$ cat src/rtl/muldiv_pkg.sv
// muldiv_pkg: shared types for the multiply/divide sequencer.
//   op_e     - request opcode (MUL / DIV); any other encoding is illegal.
//   state_e  - sequencer FSM states.
//   W_DEFAULT - default operand width.
package muldiv_pkg;

   localparam int unsigned W_DEFAULT = 32;

   typedef enum logic [1:0] {
      OP_MUL = 2'b10,
      OP_DIV = 2'b11
   } op_e;

   typedef enum logic [1:0] {
      IDLE,
      MUL_RUN,
      DIV_RUN,
      DONE
   } state_e;

endpackage

$ cat src/rtl/muldiv_sequencer_if.sv
// muldiv_sequencer_if: request/response bundle of the multiply/divide unit.
//   Request : req_valid, req_ready, op[1:0], a[W-1:0], b[W-1:0]
//   Response: resp_valid, resp_ready, hi[W-1:0], lo[W-1:0], err
//   Status  : busy
//   slave  modport - the unit itself
//   master modport - the requester / result consumer
interface muldiv_sequencer_if #(
   parameter int unsigned W = 32
) ();

   logic         req_valid;
   logic         req_ready;
   logic [1:0]   op;
   logic [W-1:0] a;
   logic [W-1:0] b;
   logic         resp_valid;
   logic         resp_ready;
   logic [W-1:0] hi;
   logic [W-1:0] lo;
   logic         err;
   logic         busy;

   modport slave (
      input  req_valid, op, a, b, resp_ready,
      output req_ready, resp_valid, hi, lo, err, busy
   );

   modport master (
      output req_valid, op, a, b, resp_ready,
      input  req_ready, resp_valid, hi, lo, err, busy
   );

endinterface

$ cat src/rtl/muldiv_step.sv
// muldiv_step: one combinational iteration of the multiply/divide datapath.
//   is_div_i - 1: restoring-divide step, 0: shift-add multiply step
//   hi_i     - MUL: upper accumulator half;  DIV: partial remainder
//   lo_i     - MUL: lower half (multiplier bits); DIV: dividend/quotient bits
//   b_i      - multiplier / divisor
//   hi_o/lo_o - next-iteration values of hi_i/lo_i
module muldiv_step #(
   parameter int unsigned W = 32
) (
   input  logic         is_div_i,
   input  logic [W-1:0] hi_i,
   input  logic [W-1:0] lo_i,
   input  logic [W-1:0] b_i,
   output logic [W-1:0] hi_o,
   output logic [W-1:0] lo_o
);

   logic [W:0]   sum;   // upper + (b or 0), carry kept in bit W
   logic [W:0]   r_sh;  // remainder shifted left with next dividend bit
   logic [W-1:0] addend;

   assign addend = lo_i[0] ? b_i : '0;
   assign sum    = {1'b0, hi_i} + {1'b0, addend};
   assign r_sh   = {hi_i, lo_i[W-1]};

   always_comb begin
      hi_o = '0;
      lo_o = '0;
      if (is_div_i) begin
         // When r_sh >= b the difference is below b, so W bits hold it exactly.
         if (r_sh >= {1'b0, b_i}) begin
            hi_o = r_sh[W-1:0] - b_i;
            lo_o = {lo_i[W-2:0], 1'b1};
         end else begin
            hi_o = r_sh[W-1:0];
            lo_o = {lo_i[W-2:0], 1'b0};
         end
      end else begin
         // Shift the (2W+1)-bit {carry, sum, lo} right by one.
         hi_o = sum[W:1];
         lo_o = {sum[0], lo_i[W-1:1]};
      end
   end

endmodule

$ cat src/rtl/muldiv_sequencer.sv
// muldiv_sequencer: iterative unsigned multiply / restoring divide, one bit per
// cycle, owning the HI/LO result registers.
//   clk    - system clock, rising edge
//   rst    - synchronous active-high reset (aborts any operation in flight)
//   bus_io - request (valid/ready, op, a, b) and response (valid/ready, hi, lo,
//            err) channels plus busy status
// Results: MUL -> {hi,lo} = a*b; DIV -> lo = quotient, hi = remainder.
// Divide by zero returns hi=a, lo=all ones, err=1; illegal op returns 0/0, err=1.
module muldiv_sequencer
   import muldiv_pkg::*;
#(
   parameter int unsigned W = W_DEFAULT
) (
   input logic                clk,
   input logic                rst,
   muldiv_sequencer_if.slave  bus_io
);

   localparam int unsigned CNT_W = $clog2(W + 1);

   state_e           state_q;
   logic [CNT_W-1:0] cnt_q;
   logic [W-1:0]     acc_hi_q;
   logic [W-1:0]     acc_lo_q;
   logic [W-1:0]     b_q;
   logic [W-1:0]     hi_q;
   logic [W-1:0]     lo_q;
   logic             err_q;
   logic             resp_valid_q;
   logic             req_ready_q;
   logic             busy_q;

   logic [W-1:0]     step_hi;
   logic [W-1:0]     step_lo;

   muldiv_step #(
      .W (W)
   ) u_step (
      .is_div_i (state_q == DIV_RUN),
      .hi_i     (acc_hi_q),
      .lo_i     (acc_lo_q),
      .b_i      (b_q),
      .hi_o     (step_hi),
      .lo_o     (step_lo)
   );

   always_ff @(posedge clk) begin
      if (rst) begin
         state_q      <= IDLE;
         cnt_q        <= '0;
         acc_hi_q     <= '0;
         acc_lo_q     <= '0;
         b_q          <= '0;
         hi_q         <= '0;
         lo_q         <= '0;
         err_q        <= 1'b0;
         resp_valid_q <= 1'b0;
         req_ready_q  <= 1'b1;
         busy_q       <= 1'b0;
      end else begin
         unique case (state_q)
            IDLE: begin
               if (bus_io.req_valid) begin
                  b_q         <= bus_io.b;
                  cnt_q       <= CNT_W'(W - 1);
                  req_ready_q <= 1'b0;
                  busy_q      <= 1'b1;
                  if (bus_io.op == OP_MUL) begin
                     acc_hi_q <= '0;
                     acc_lo_q <= bus_io.a;
                     state_q  <= MUL_RUN;
                  end else if (bus_io.op == OP_DIV && bus_io.b != '0) begin
                     acc_hi_q <= '0;
                     acc_lo_q <= bus_io.a;
                     state_q  <= DIV_RUN;
                  end else begin
                     // Error completions skip the datapath entirely.
                     state_q <= DONE;
                     err_q   <= 1'b1;
                     if (bus_io.op == OP_DIV) begin
                        hi_q <= bus_io.a;
                        lo_q <= '1;
                     end else begin
                        hi_q <= '0;
                        lo_q <= '0;
                     end
                  end
               end
            end
            MUL_RUN, DIV_RUN: begin
               acc_hi_q <= step_hi;
               acc_lo_q <= step_lo;
               if (cnt_q == '0) begin
                  // Final iteration: publish the result straight from the step.
                  state_q <= DONE;
                  hi_q    <= step_hi;
                  lo_q    <= step_lo;
                  err_q   <= 1'b0;
               end else begin
                  cnt_q <= cnt_q - CNT_W'(1);
               end
            end
            DONE: begin
               // resp_valid rises the cycle after DONE is entered.
               if (resp_valid_q && bus_io.resp_ready) begin
                  state_q      <= IDLE;
                  resp_valid_q <= 1'b0;
                  req_ready_q  <= 1'b1;
                  busy_q       <= 1'b0;
               end else begin
                  resp_valid_q <= 1'b1;
               end
            end
            default: begin
               state_q <= IDLE;
            end
         endcase
      end
   end

   assign bus_io.req_ready  = req_ready_q;
   assign bus_io.resp_valid = resp_valid_q;
   assign bus_io.hi         = hi_q;
   assign bus_io.lo         = lo_q;
   assign bus_io.err        = err_q;
   assign bus_io.busy       = busy_q;

endmodule

$ cat src/flat_wrapper.sv
// flat-port wrapper written by rule: the top's interface ports become plain ports
module muldiv_sequencer_flat import muldiv_pkg::*;
#(
   parameter int unsigned W = W_DEFAULT
)
  (clk, rst, bus_io_req_valid, bus_io_op, bus_io_a, bus_io_b, bus_io_resp_ready, bus_io_req_ready, bus_io_resp_valid, bus_io_hi, bus_io_lo, bus_io_err, bus_io_busy);
  muldiv_sequencer_if #(.W(W)) bus_io_i ();
  input logic clk;
  input logic rst;
  input wire logic [$bits(bus_io_i.req_valid)-1:0] bus_io_req_valid;
  input wire logic [$bits(bus_io_i.op)-1:0] bus_io_op;
  input wire logic [$bits(bus_io_i.a)-1:0] bus_io_a;
  input wire logic [$bits(bus_io_i.b)-1:0] bus_io_b;
  input wire logic [$bits(bus_io_i.resp_ready)-1:0] bus_io_resp_ready;
  output wire logic [$bits(bus_io_i.req_ready)-1:0] bus_io_req_ready;
  output wire logic [$bits(bus_io_i.resp_valid)-1:0] bus_io_resp_valid;
  output wire logic [$bits(bus_io_i.hi)-1:0] bus_io_hi;
  output wire logic [$bits(bus_io_i.lo)-1:0] bus_io_lo;
  output wire logic [$bits(bus_io_i.err)-1:0] bus_io_err;
  output wire logic [$bits(bus_io_i.busy)-1:0] bus_io_busy;
  assign bus_io_i.req_valid = bus_io_req_valid;
  assign bus_io_i.op = bus_io_op;
  assign bus_io_i.a = bus_io_a;
  assign bus_io_i.b = bus_io_b;
  assign bus_io_i.resp_ready = bus_io_resp_ready;
  assign bus_io_req_ready = bus_io_i.req_ready;
  assign bus_io_resp_valid = bus_io_i.resp_valid;
  assign bus_io_hi = bus_io_i.hi;
  assign bus_io_lo = bus_io_i.lo;
  assign bus_io_err = bus_io_i.err;
  assign bus_io_busy = bus_io_i.busy;
  muldiv_sequencer #(.W(W)) u_core (.clk(clk), .rst(rst), .bus_io(bus_io_i));
endmodule
$ cat config.mk
export PLATFORM = sky130hd
export DESIGN_NAME = muldiv_sequencer_flat
export DESIGN_NICKNAME = d
export VERILOG_FILES = /design/src/rtl/muldiv_pkg.sv /design/src/rtl/muldiv_sequencer_if.sv /design/src/rtl/muldiv_step.sv /design/src/rtl/muldiv_sequencer.sv /design/src/flat_wrapper.sv
export SDC_FILE = /design/constraint.sdc
export NUM_CORES = 1
export LEC_CHECK = 0
export BUFFER_PORTS_ARGS = -buffer_cell sky130_fd_sc_hd__buf_2
export CORE_ASPECT_RATIO = 0.8
export CORE_MARGIN = 5
export CORE_UTILIZATION = 55
export CTS_CLUSTER_DIAMETER = 50
export DETAILED_ROUTE_END_ITERATION = 10
export HOLD_SLACK_MARGIN = 0.05
export PLACE_DENSITY = 0.83
export RECOVER_POWER = 50
export SLEW_MARGIN = 20
export SYNTH_ARGS = -nofsm -noshare
export SYNTH_HDL_FRONTEND = slang
export SYNTH_SLANG_ARGS = --single-unit
$ cat constraint.sdc
create_clock -name clk -period 6.78 [get_ports clk]
set_clock_uncertainty 0.05 [all_clocks]
set_input_delay 1.017 -clock clk [delete_from_list [all_inputs] [get_ports clk]]
set_output_delay 1.017 -clock clk [all_outputs]
set_load 0.01 [all_outputs]
==> results of run 1 <==
[cell families after synthesis]
family | count (synthesis)
AOI/OAI and AO/OA | 512
xor gates and xnor gates | 52
adders and majority gates | 70
buffers and inverters | 165
DFF | 172
muxes | 35
and+or+nand+nor | 562
[worst min path at each step]
stage,endpoint,cells after the start,startpoint,slack (ns)
floorplan,u_core.acc_lo_q[10],2,u_core.acc_lo_q[10],0.39
global placement,u_core.bus_io.lo[18],2,u_core.bus_io.lo[18],0.39
detailed placement,u_core.bus_io.lo[18],2,u_core.bus_io.lo[18],0.39
CTS,u_core.bus_io.lo[18],2,u_core.bus_io.lo[18],0.40
global route,u_core.bus_io.lo[18],2,u_core.bus_io.lo[18],0.43
finish,u_core.bus_io.lo[18],2,u_core.bus_io.lo[18],0.41
[power breakdown]
part / leakage (nW) / switching (mW) / internal [mW]
clock: 0.288 / 0.500 / 0.498
sequential: 1.41 / 0.307 / 1.36
combinational: 3.49 / 2.99 / 1.55
[critical path: stages]
cell and delay (ns):
clkbuf_1 1.42, clkbuf_2 1.66, nor2_1 0.55, a22o_1 0.38
[layout by cell type, fill, tap and decap left out, drive strengths merged, types with 32 or more instances in the layout]
master,count
nand3,32
xnor2,32
ha,68
a211oi,34
a21oi,180
o211ai,37
clkbuf,88
buf,82
mux2i,35
o21ai,95
nor2,133
dfxtp,172
and2,38
inv,64
nor3,62
nand2,191
[routing by layer]
layer	share of wire [%]	vias to the layer above
li1	-	5790
met1	43	5737
met4	2.9	0
met2	45	614
met3	8.3	102
met5	0	-
[synth_stat cells (8+ instances only)]
cell      instances
a21o_1           31
clkbuf_1         77
and2_1           38
ha_1             68
inv_1            57
a311oi_1         22
and3_1           14
a31oi_1          21
o21bai_1         11
nor3_1           62
a21oi_1         179
o21a_1            8
nor4_1           10
nand3_1          32
nand2b_1         24
o22ai_1          12
a211oi_1         32
xor2_1           20
buf_2            18
mux2i_1          35
o211ai_1         37
dfxtp_1         172
nor2b_1          24
nand2_1         191
nor2_1          133
nand4_1          15
buf_1             8
o21ai_0          90
xnor2_1          32
[state kept, by name, summed over array words and instances (netlist names)]
signal / count
u_core.bus_io.req_ready: 1
u_core.bus_io.busy: 1
u_core.bus_io.hi: 32
u_core.cnt_q: 6
u_core.acc_hi_q: 32
u_core.bus_io.lo: 32
u_core.b_q: 32
u_core.state_q: 2
u_core.bus_io.resp_valid: 1
u_core.bus_io.err: 1
u_core.acc_lo_q: 32
[final cells by class]
type,count,area (um2)
repair buffers,153,713
inverters,59,221
multi-input cells,1231,7610
clock inverters,15,171
well taps,269,337
fillers,1948,7890
flip-flops and latches,172,3440
clock buffers,17,425
[stage by stage]
step	area (um2)	instances	hold slack, ns	power, mW
after floorplan	11700	1568	0.394	4.88
after global placement	12400	1884	0.391	5.98
after detailed placement	12400	1884	0.394	6.09
after CTS	13000	1916	0.405	7.11
after global routing	12900	1916	0.434	7.68
final	12900	1916	0.406	7.19
==> results.txt, run 1 <==
Final Max Tran Viols - 176
setup ws final - 1.99 ns
reg2reg end - u_core.bus_io.hi[27]
Max-Cap Viols - 3
Setup crit end - u_core.acc_hi_q[16]
die height - 140 um
Chip Width - 173 um
top post-synthesis cells by area - dfxtp_1 (29%), a21oi_1 (7.7%), ha_1 (7.3%)
Slew @ Worst Pin - 2.05 ns
clock period minus worst slack - 4.79 ns
worst-path fanout max - 95
largest net degree at the start of global routing - 96
synth warn - 0
reg2reg setup slack - 2.55 ns
post-synthesis compound-gate area fraction - 28.0%
Post-synth EDFFs - 0
first-pass GRT wire length - 59.8 mm
vias per cell - 6.39
worst r2r src - u_core.acc_lo_q[0]
Synth cell types - 64
violated checks - capacitance limit, slew limit
core footprint - 0.0208 mm2
H-Tree Level Count - 4
die area - 0.0243 mm2
worst r2r path cells - 14
Lkg Pwr - 5.19 nW
GR Util met3 - 5.87%
post-synthesis mux area share - 3.00%
Peak VDD IR - 595 uV
crit path capture type - register
I/O Buffers - 137
total clock sinks - 172
initial antenna violation count - 0
CTS buffer count - 17
Post-route DRC - 0
Post CTS Setup Buffer Count - 0
Synth async-reset ratio - 0%
Req. time, crit path - 7.07 ns
worst-skew pair later-pin latency - 0.44 ns
GR Util met2 - 47.9%
Clock Pin Slew Worst Setup and Hold Paths - 0.07 ns
First DRT Iteration DRCs - 1342
Layout area overhead - 10.7%
Yosys top cell by area - dfxtp_1
RD Place Congestion - 0.953
IO Pins - 138
Seq/Total Area, Yosys - 29.5%
vias in the first global route - 11331
Routed WL - 38.0 mm
Net Count, Synth - 1708
Final Setup Violations - 0
final core utilization - 62.1%
via count - 12243
XOR/XNOR share of the synthesized area - 3.90%
total grt overflow - 0
Initial Util - 56.1%
CTS root buffer - clkbuf_16
Min-Delay Path Class - register to register
status - complete, but fails checks
Nets - 1774
GRT Total Usage - 29.7%
Pre-Repair DR Iteration Count - 6
Critical Path Start Type - primary input
# rows - 47
M1 GR Usage - 40.3%
post-cts resize count - 0
Final Hold Fails - 0
GR peak layer - met2
Detail Route Antenna Nets - 0
Fin Setup TNS - 0 ns
largest family of logic cells by synthesized area - compound AO/OA/AOI/OAI gates
max frequency - 0.209 GHz
simple-gate portion of the synthesized area - 22.4%
Syn Inst Count - 1568
RSZ-0062 raised after global routing - no
Yosys top cell area share - 29.5%
ant diodes - 0
WP data arrival - 5.07 ns
Syn Area/Cell - 7.45 um2
Post-Synthesis Cell Area - 0.0117 mm2
synthesis-stage register bit count - 172
top_reg_cell synth - dfxtp_1
Synth Area in Adders - 7.63%
WS Path Type - primary input to register
DP HPWL - 27.9 mm
pre-CTS setup slack - 2.33 ns
worst setup path startpoint - rst
final period utilization - 70.6%
Cell Pwr Density - 557 mW/mm2
CTS tree - built
Worst slew margin - -36.4%
routed len/inst - 19.8 um
CTS Hold Bufs - 0
layout cells sized above 1 - 8.44%
clock buffer depth - 2
Note: power is estimated with default switching activity, not from simulation.
==> run 2: changes to the inputs <==
==> constraint.sdc (replaced) <==
create_clock -name clk -period 4.98 [get_ports clk]
set_clock_uncertainty 0.05 [all_clocks]
set_input_delay 0.747 -clock clk [delete_from_list [all_inputs] [get_ports clk]]
set_output_delay 0.747 -clock clk [all_outputs]
set_load 0.01 [all_outputs]
==> results.txt, run 2 (synthesis results as in run 1) <==
Critical Path Start Type - register
Slowest-stage cell, CP - and2_0
Nets - 1779 (+0.28%)
DP HPWL - 28.3 mm (+1.6%)
# rows - 47 (unchanged)
# fillers - 1936 (-0.62%)
core footprint - 0.0208 mm2 (unchanged)
Min-Delay Path Class - register to register
initial antenna violation count - 0 (unchanged)
routed len/inst - 20.0 um (+1.0%)
clock period minus worst slack - 4.37 ns
die height - 140 um (unchanged)
H-Tree Level Count - 4 (unchanged)
Fin Setup TNS - 0 ns (unchanged)
Post-route DRC - 0 (unchanged)
status - complete, but fails checks
Clock Pin Slew Worst Setup and Hold Paths - 0.08 ns (about the same)
Detail Route Antenna Nets - 0 (unchanged)
RSZ-0062 raised after global routing - no
most frequent cells in the layout - nand2_1 (191), a21oi_1 (178), dfxtp_1 (172), nor2_1 (133), o21ai_0 (90)
Slew @ Worst Pin - 2.43 ns (+0.385 ns)
die area - 0.0243 mm2 (unchanged)
pre-CTS setup slack - 1.16 ns (-1.17 ns)
Layout area overhead - 10.8% (about the same)
Chip Width - 173 um (unchanged)
max frequency - 0.229 GHz
WP data arrival - 4.64 ns (-0.43 ns)
I/O Buffers - 137 (unchanged)
violated checks - capacitance limit, slew limit
Critical Path Max Stage Delay - 1.80 ns (+0.14 ns)
Worst slew margin - -62.2% (-26 points)
Req. time, crit path - 5.25 ns (-1.82 ns)
First DRT Iteration DRCs - 1395 (+3.9%)
ant diodes - 0 (unchanged)
vias in the first global route - 11392 (+0.54%)
Final Setup Violations - 0 (unchanged)
Lkg Pwr - 5.20 nW (+0.21%)
Seq. cell area - 0.00344 mm2 (unchanged)
CTS tree - built
WS Path Type - register to register
post-cts resize count - 0 (unchanged)
layout cells sized above 1 - 8.47% (+0.035 points)
commonest non-fill, non-tap cell in the layout - nand2_1
GRT Total Usage - 30.2% (+0.45 points)
Multi-input gate area - 0.00760 mm2 (-0.18%)
via count - 12336 (+0.76%)
worst-skew pair later-pin latency - 0.44 ns (about the same)
total grt overflow - 0 (unchanged)
Peak VDD IR - 832 uV (+40%)
Initial Util - 56.1% (unchanged)
largest net degree at the start of global routing - 86 (-10%)
vias per cell - 6.42 (+0.50%)
Final Hold Fails - 0 (unchanged)
clock buffer depth - 2 (unchanged)
total clock sinks - 172 (unchanged)
crit path capture type - register
IO Pins - 138 (unchanged)
final period utilization - 87.7%
Final Max Tran Viols - 43 (-76%)
cell chain of the critical path - inv_1 > ha_1 > nor2b_1 > nor2_1 > and2_0 > nand2_1 > o22ai_1
setup ws final - 0.613 ns (-1.38 ns)
Pre-Repair DR Iteration Count - 7 (+1)
CTS Hold Bufs - 0 (unchanged)
CTS buffer count - 17 (unchanged)
Post CTS Setup Buffer Count - 0 (unchanged)
worst-path fanout max - 42 (-56%)
CTS root buffer - clkbuf_16
Max-Cap Viols - 2 (-1)
Routed WL - 38.5 mm (+1.3%)
Cell Pwr Density - 760 mW/mm2 (+37%)
first-pass GRT wire length - 60.4 mm (+1.1%)
RD Place Congestion - 0.987 (+3.5%)
run 2: cell count changes in the layout (fill, tap and decap cells not counted), sizes merged:
cell	delta
buf	+4
clkinvlp	+2
clkbuf	+2
clkinv	-4
inv	+1
run 2: routing by layer:
metal  track usage (%)  share of wire [%]  vias to the layer above
met5                 0                  0                        -
met2              49.1                 46                      665
li1                  -                  -                     5787
met3              5.82                8.9                      115
met4              10.1                3.1                        0
met1              40.5                 42                     5769
run 2: path summary, 6_finish.rpt:
kind	slack (ns)	endpoint	cells past startpoint	startpoint
setup reg to reg	0.61	u_core.acc_hi_q[27]	7	u_core.state_q[0]
hold / removal	0.41	u_core.bus_io.lo[18]	2	u_core.bus_io.lo[18]
hold reg to reg	0.41	u_core.bus_io.lo[18]	2	u_core.bus_io.lo[18]
setup / recovery	0.61	u_core.acc_hi_q[27]	7	u_core.state_q[0]
run 2: power breakdown:
part / switching [mW] / total (mW) / internal, mW
Clock: 0.670 / 1.35 / 0.684
Sequential: 0.433 / 2.28 / 1.85
Combinational: 4.06 / 6.20 / 2.14
run 2: worst max-delay path, delay by kind of cell (launching register included):
kind	cells	cell delay (ns)
AO/OA/AOI/OAI	1	0.38
adder cells (fa/ha/maj)	1	0.30
buffers and inverters	1	0.08
flip-flops	1	0.37
AND/OR/NAND/NOR	4	3.04
run 2: layout make-up:
type | instances | share of cell area [%]
clock inverter | 14 | 1.13
sequential | 172 | 26.6
inverter | 59 | 1.71
timing repair buffer | 158 | 5.79
multi-input combinational | 1231 | 58.7
clock buffer | 18 | 3.40
tap | 269 | 2.60
run 2: per-stage QoR:
stage | total power, mW | util (%) | hold slack [ns] | cell area (um2) | cells
4_1_cts | 9.72 | 62.6 | 0.408 | 13000 | 1921
6_report | 9.84 | 62.1 | 0.412 | 12900 | 1921
3_3_place_gp | 8.25 | 59.8 | 0.391 | 12400 | 1889
2_1_floorplan | 6.64 | - | 0.394 | 11700 | 1568
3_5_place_dp | 8.36 | 59.8 | 0.397 | 12400 | 1889
5_1_grt | 10.5 | 62.1 | 0.440 | 12900 | 1921
==> run 3: changes to the inputs <==
--- a/config.mk
+++ b/config.mk
@@ -8,11 +8,11 @@
 export BUFFER_PORTS_ARGS = -buffer_cell sky130_fd_sc_hd__buf_2
 export CORE_ASPECT_RATIO = 0.8
 export CORE_MARGIN = 5
-export CORE_UTILIZATION = 55
+export CORE_UTILIZATION = 49
 export CTS_CLUSTER_DIAMETER = 50
 export DETAILED_ROUTE_END_ITERATION = 10
 export HOLD_SLACK_MARGIN = 0.05
-export PLACE_DENSITY = 0.83
+export PLACE_DENSITY = 0.76
 export RECOVER_POWER = 50
 export SLEW_MARGIN = 20
 export SYNTH_ARGS = -nofsm -noshare
==> results.txt, run 3 (synthesis results as in run 1) <==
CTS tree - built
Routed WL - 38.8 mm (+0.75%)
status - complete, but fails checks
Post-route DRC - 0 (unchanged)
largest net degree at the start of global routing - 91 (+5.8%)
RD Place Congestion - 0.967 (-2.0%)
WS Path Type - register to register
Critical Path Max Stage Delay - 0.67 ns (-1.13 ns)
Chip Width - 183 um (+5.6%)
violated checks - capacitance limit, slew limit
worst-path fanout max - 34 (-19%)
GRT Total Usage - 27.7% (-2.5 points)
CTS root buffer - clkbuf_16
Internal Power - 4.89 mW (+4.7%)
I/O Buffers - 137 (unchanged)
pre-CTS setup slack - 0.941 ns (-0.220 ns)
# fillers - 2315 (+20%)
IO Pins - 138 (unchanged)
first-pass GRT wire length - 61.0 mm (+0.97%)
Initial Util - 49.8% (-6.3 points)
WP data arrival - 4.43 ns (-0.21 ns)
Sequential Power Share - 22.8% (-0.4 points)
via count - 12084 (-2.0%)
H-Tree Level Count - 4 (unchanged)
cell chain of the critical path - and2_1 > ha_1 > fa_1 > a21oi_1 > o211ai_1 > a21oi_1 > buf_4 > o211ai_1 > a41oi_2 > o21bai_2 > a311oi_2 > xnor2_1 > o221ai_1 > o22ai_1
Comb pwr share - 62.4% (-0.7 points)
Placed Cells incl. Taps - 1932 (+2.3%)
most frequent cells in the layout - nand2_1 (191), a21oi_1 (178), dfxtp_1 (172), nor2_1 (133), o21ai_0 (90)
# rows - 50 (+6.4%)
clock period minus worst slack - 4.26 ns (-0.103 ns)
Final Max Tran Viols - 43 (unchanged)
Layout Cells excl Fill - 1963 (+2.2%)
core footprint - 0.0235 mm2 (+13%)
Final Hold Fails - 0 (unchanged)
initial antenna violation count - 0 (unchanged)
Min-Delay Path Class - register to register
RSZ-0062 raised after global routing - no
die area - 0.0270 mm2 (+11%)
total clock sinks - 172 (unchanged)
Post CTS Setup Buffer Count - 0 (unchanged)
Slowest-stage cell, CP - dfxtp_1
Slew @ Worst Pin - 2.16 ns (-0.267 ns)
Peak VDD IR - 506 uV (-39%)
max frequency - 0.235 GHz (+2.4%)
Clock Power Share - 14.9% (+1.1 points)
Sw Pwr - 5.09 mW (-1.4%)
Fin Setup TNS - 0 ns (unchanged)
Clock Pin Slew Worst Setup and Hold Paths - 0.07 ns (about the same)
routed len/inst - 19.7 um (-1.4%)
Lkg Pwr - 5.25 nW (+0.81%)
Layout area overhead - 12.0%
Worst slew margin - -44.3% (+18 points)
DP HPWL - 28.6 mm (+1.1%)
setup ws final - 0.716 ns (+0.103 ns)
commonest non-fill, non-tap cell in the layout - nand2_1
ant diodes - 0 (unchanged)
CTS buffer count - 17 (unchanged)
worst-skew pair later-pin latency - 0.44 ns (about the same)
Req. time, crit path - 5.15 ns (-0.10 ns)
Nets - 1779 (unchanged)
vias per cell - 6.16 (-4.1%)
First DRT Iteration DRCs - 1141 (-18%)
Max-Cap Viols - 2 (unchanged)
total grt overflow - 0 (unchanged)
clock buffer depth - 2 (unchanged)
post-cts resize count - 0 (unchanged)
Sw Ratio - 51.0% (-1.5 points)
die height - 148 um (+5.5%)
layout cells sized above 1 - 8.54% (+0.066 points)
Critical Path Start Type - register
crit path capture type - register
vias in the first global route - 11144 (-2.2%)
final period utilization - 85.6% (-2.1 points)
minimum hold slack - 0.414 ns (+0.00169 ns)
Cell Pwr Density - 764 mW/mm2 (+0.41%)
Pre-Repair DR Iteration Count - 5 (-2)
CTS Hold Bufs - 0 (unchanged)
Detail Route Antenna Nets - 0 (unchanged)
Final Setup Violations - 0 (unchanged)
run 3: path summary, 6_finish.rpt:
kind	from	end	slack [ns]	depth (start not counted)
worst max-delay path	u_core.acc_lo_q[0]	u_core.acc_hi_q[27]	0.72	14
worst min-delay path	u_core.bus_io.lo[24]	u_core.bus_io.lo[24]	0.41	2
worst min register to register	u_core.bus_io.lo[24]	u_core.bus_io.lo[24]	0.41	2
worst max register to register	u_core.acc_lo_q[0]	u_core.acc_hi_q[27]	0.72	14
run 3: area by class of cell:
cell class / instances / area (um2) / share of cell area (%)
tap: 312 / 390 / 2.99
inverter: 59 / 221 / 1.69
multi-input combinational: 1231 / 7600 / 58.1
timing repair buffer: 158 / 777 / 5.94
clock inverter: 13 / 204 / 1.56
sequential: 172 / 3440 / 26.3
clock buffer: 18 / 439 / 3.36
run 3: critical path: cells and delay by family, from the launching register on:
kind | cells | cell delay, ns
adder cells (fa/ha/maj) | 2 | 0.63
flip-flops | 1 | 0.67
AO/OA/AOI/OAI | 9 | 2.04
AND/OR/NAND/NOR | 1 | 0.36
buffers and inverters | 1 | 0.16
XOR/XNOR | 1 | 0.12
run 3: layer usage:
metal | up-vias | part of all wire [%] | GRT usage [%]
li1 | 5793 | - | -
met1 | 5729 | 45 | 38.7
met2 | 505 | 46 | 45.1
met5 | - | 0 | 0
met3 | 57 | 7.2 | 4.67
met4 | 0 | 1.6 | 6.45
run 3: per-stage QoR:
step / power, mW / cell area [um2] / utilization (%)
after floorplan: 6.64 / 11700 / -
after global placement: 8.32 / 12500 / 53.4
after detailed placement: 8.41 / 12500 / 53.4
after CTS: 9.91 / 13200 / 56.2
after global routing: 10.7 / 13100 / 55.7
final: 9.98 / 13100 / 55.7
run 3: power groups by stage:
| stage | registers, mW | clock network [mW] | logic (mW) |
|---|---|---|---|
| after floorplan | 2.22 | 0 | 4.42 |
| after global placement | 2.27 | 0 | 6.05 |
| after detailed placement | 2.28 | 0 | 6.13 |
| after CTS | 2.25 | 1.49 | 6.16 |
| after global routing | 2.32 | 1.56 | 6.83 |
| final | 2.27 | 1.49 | 6.22 |
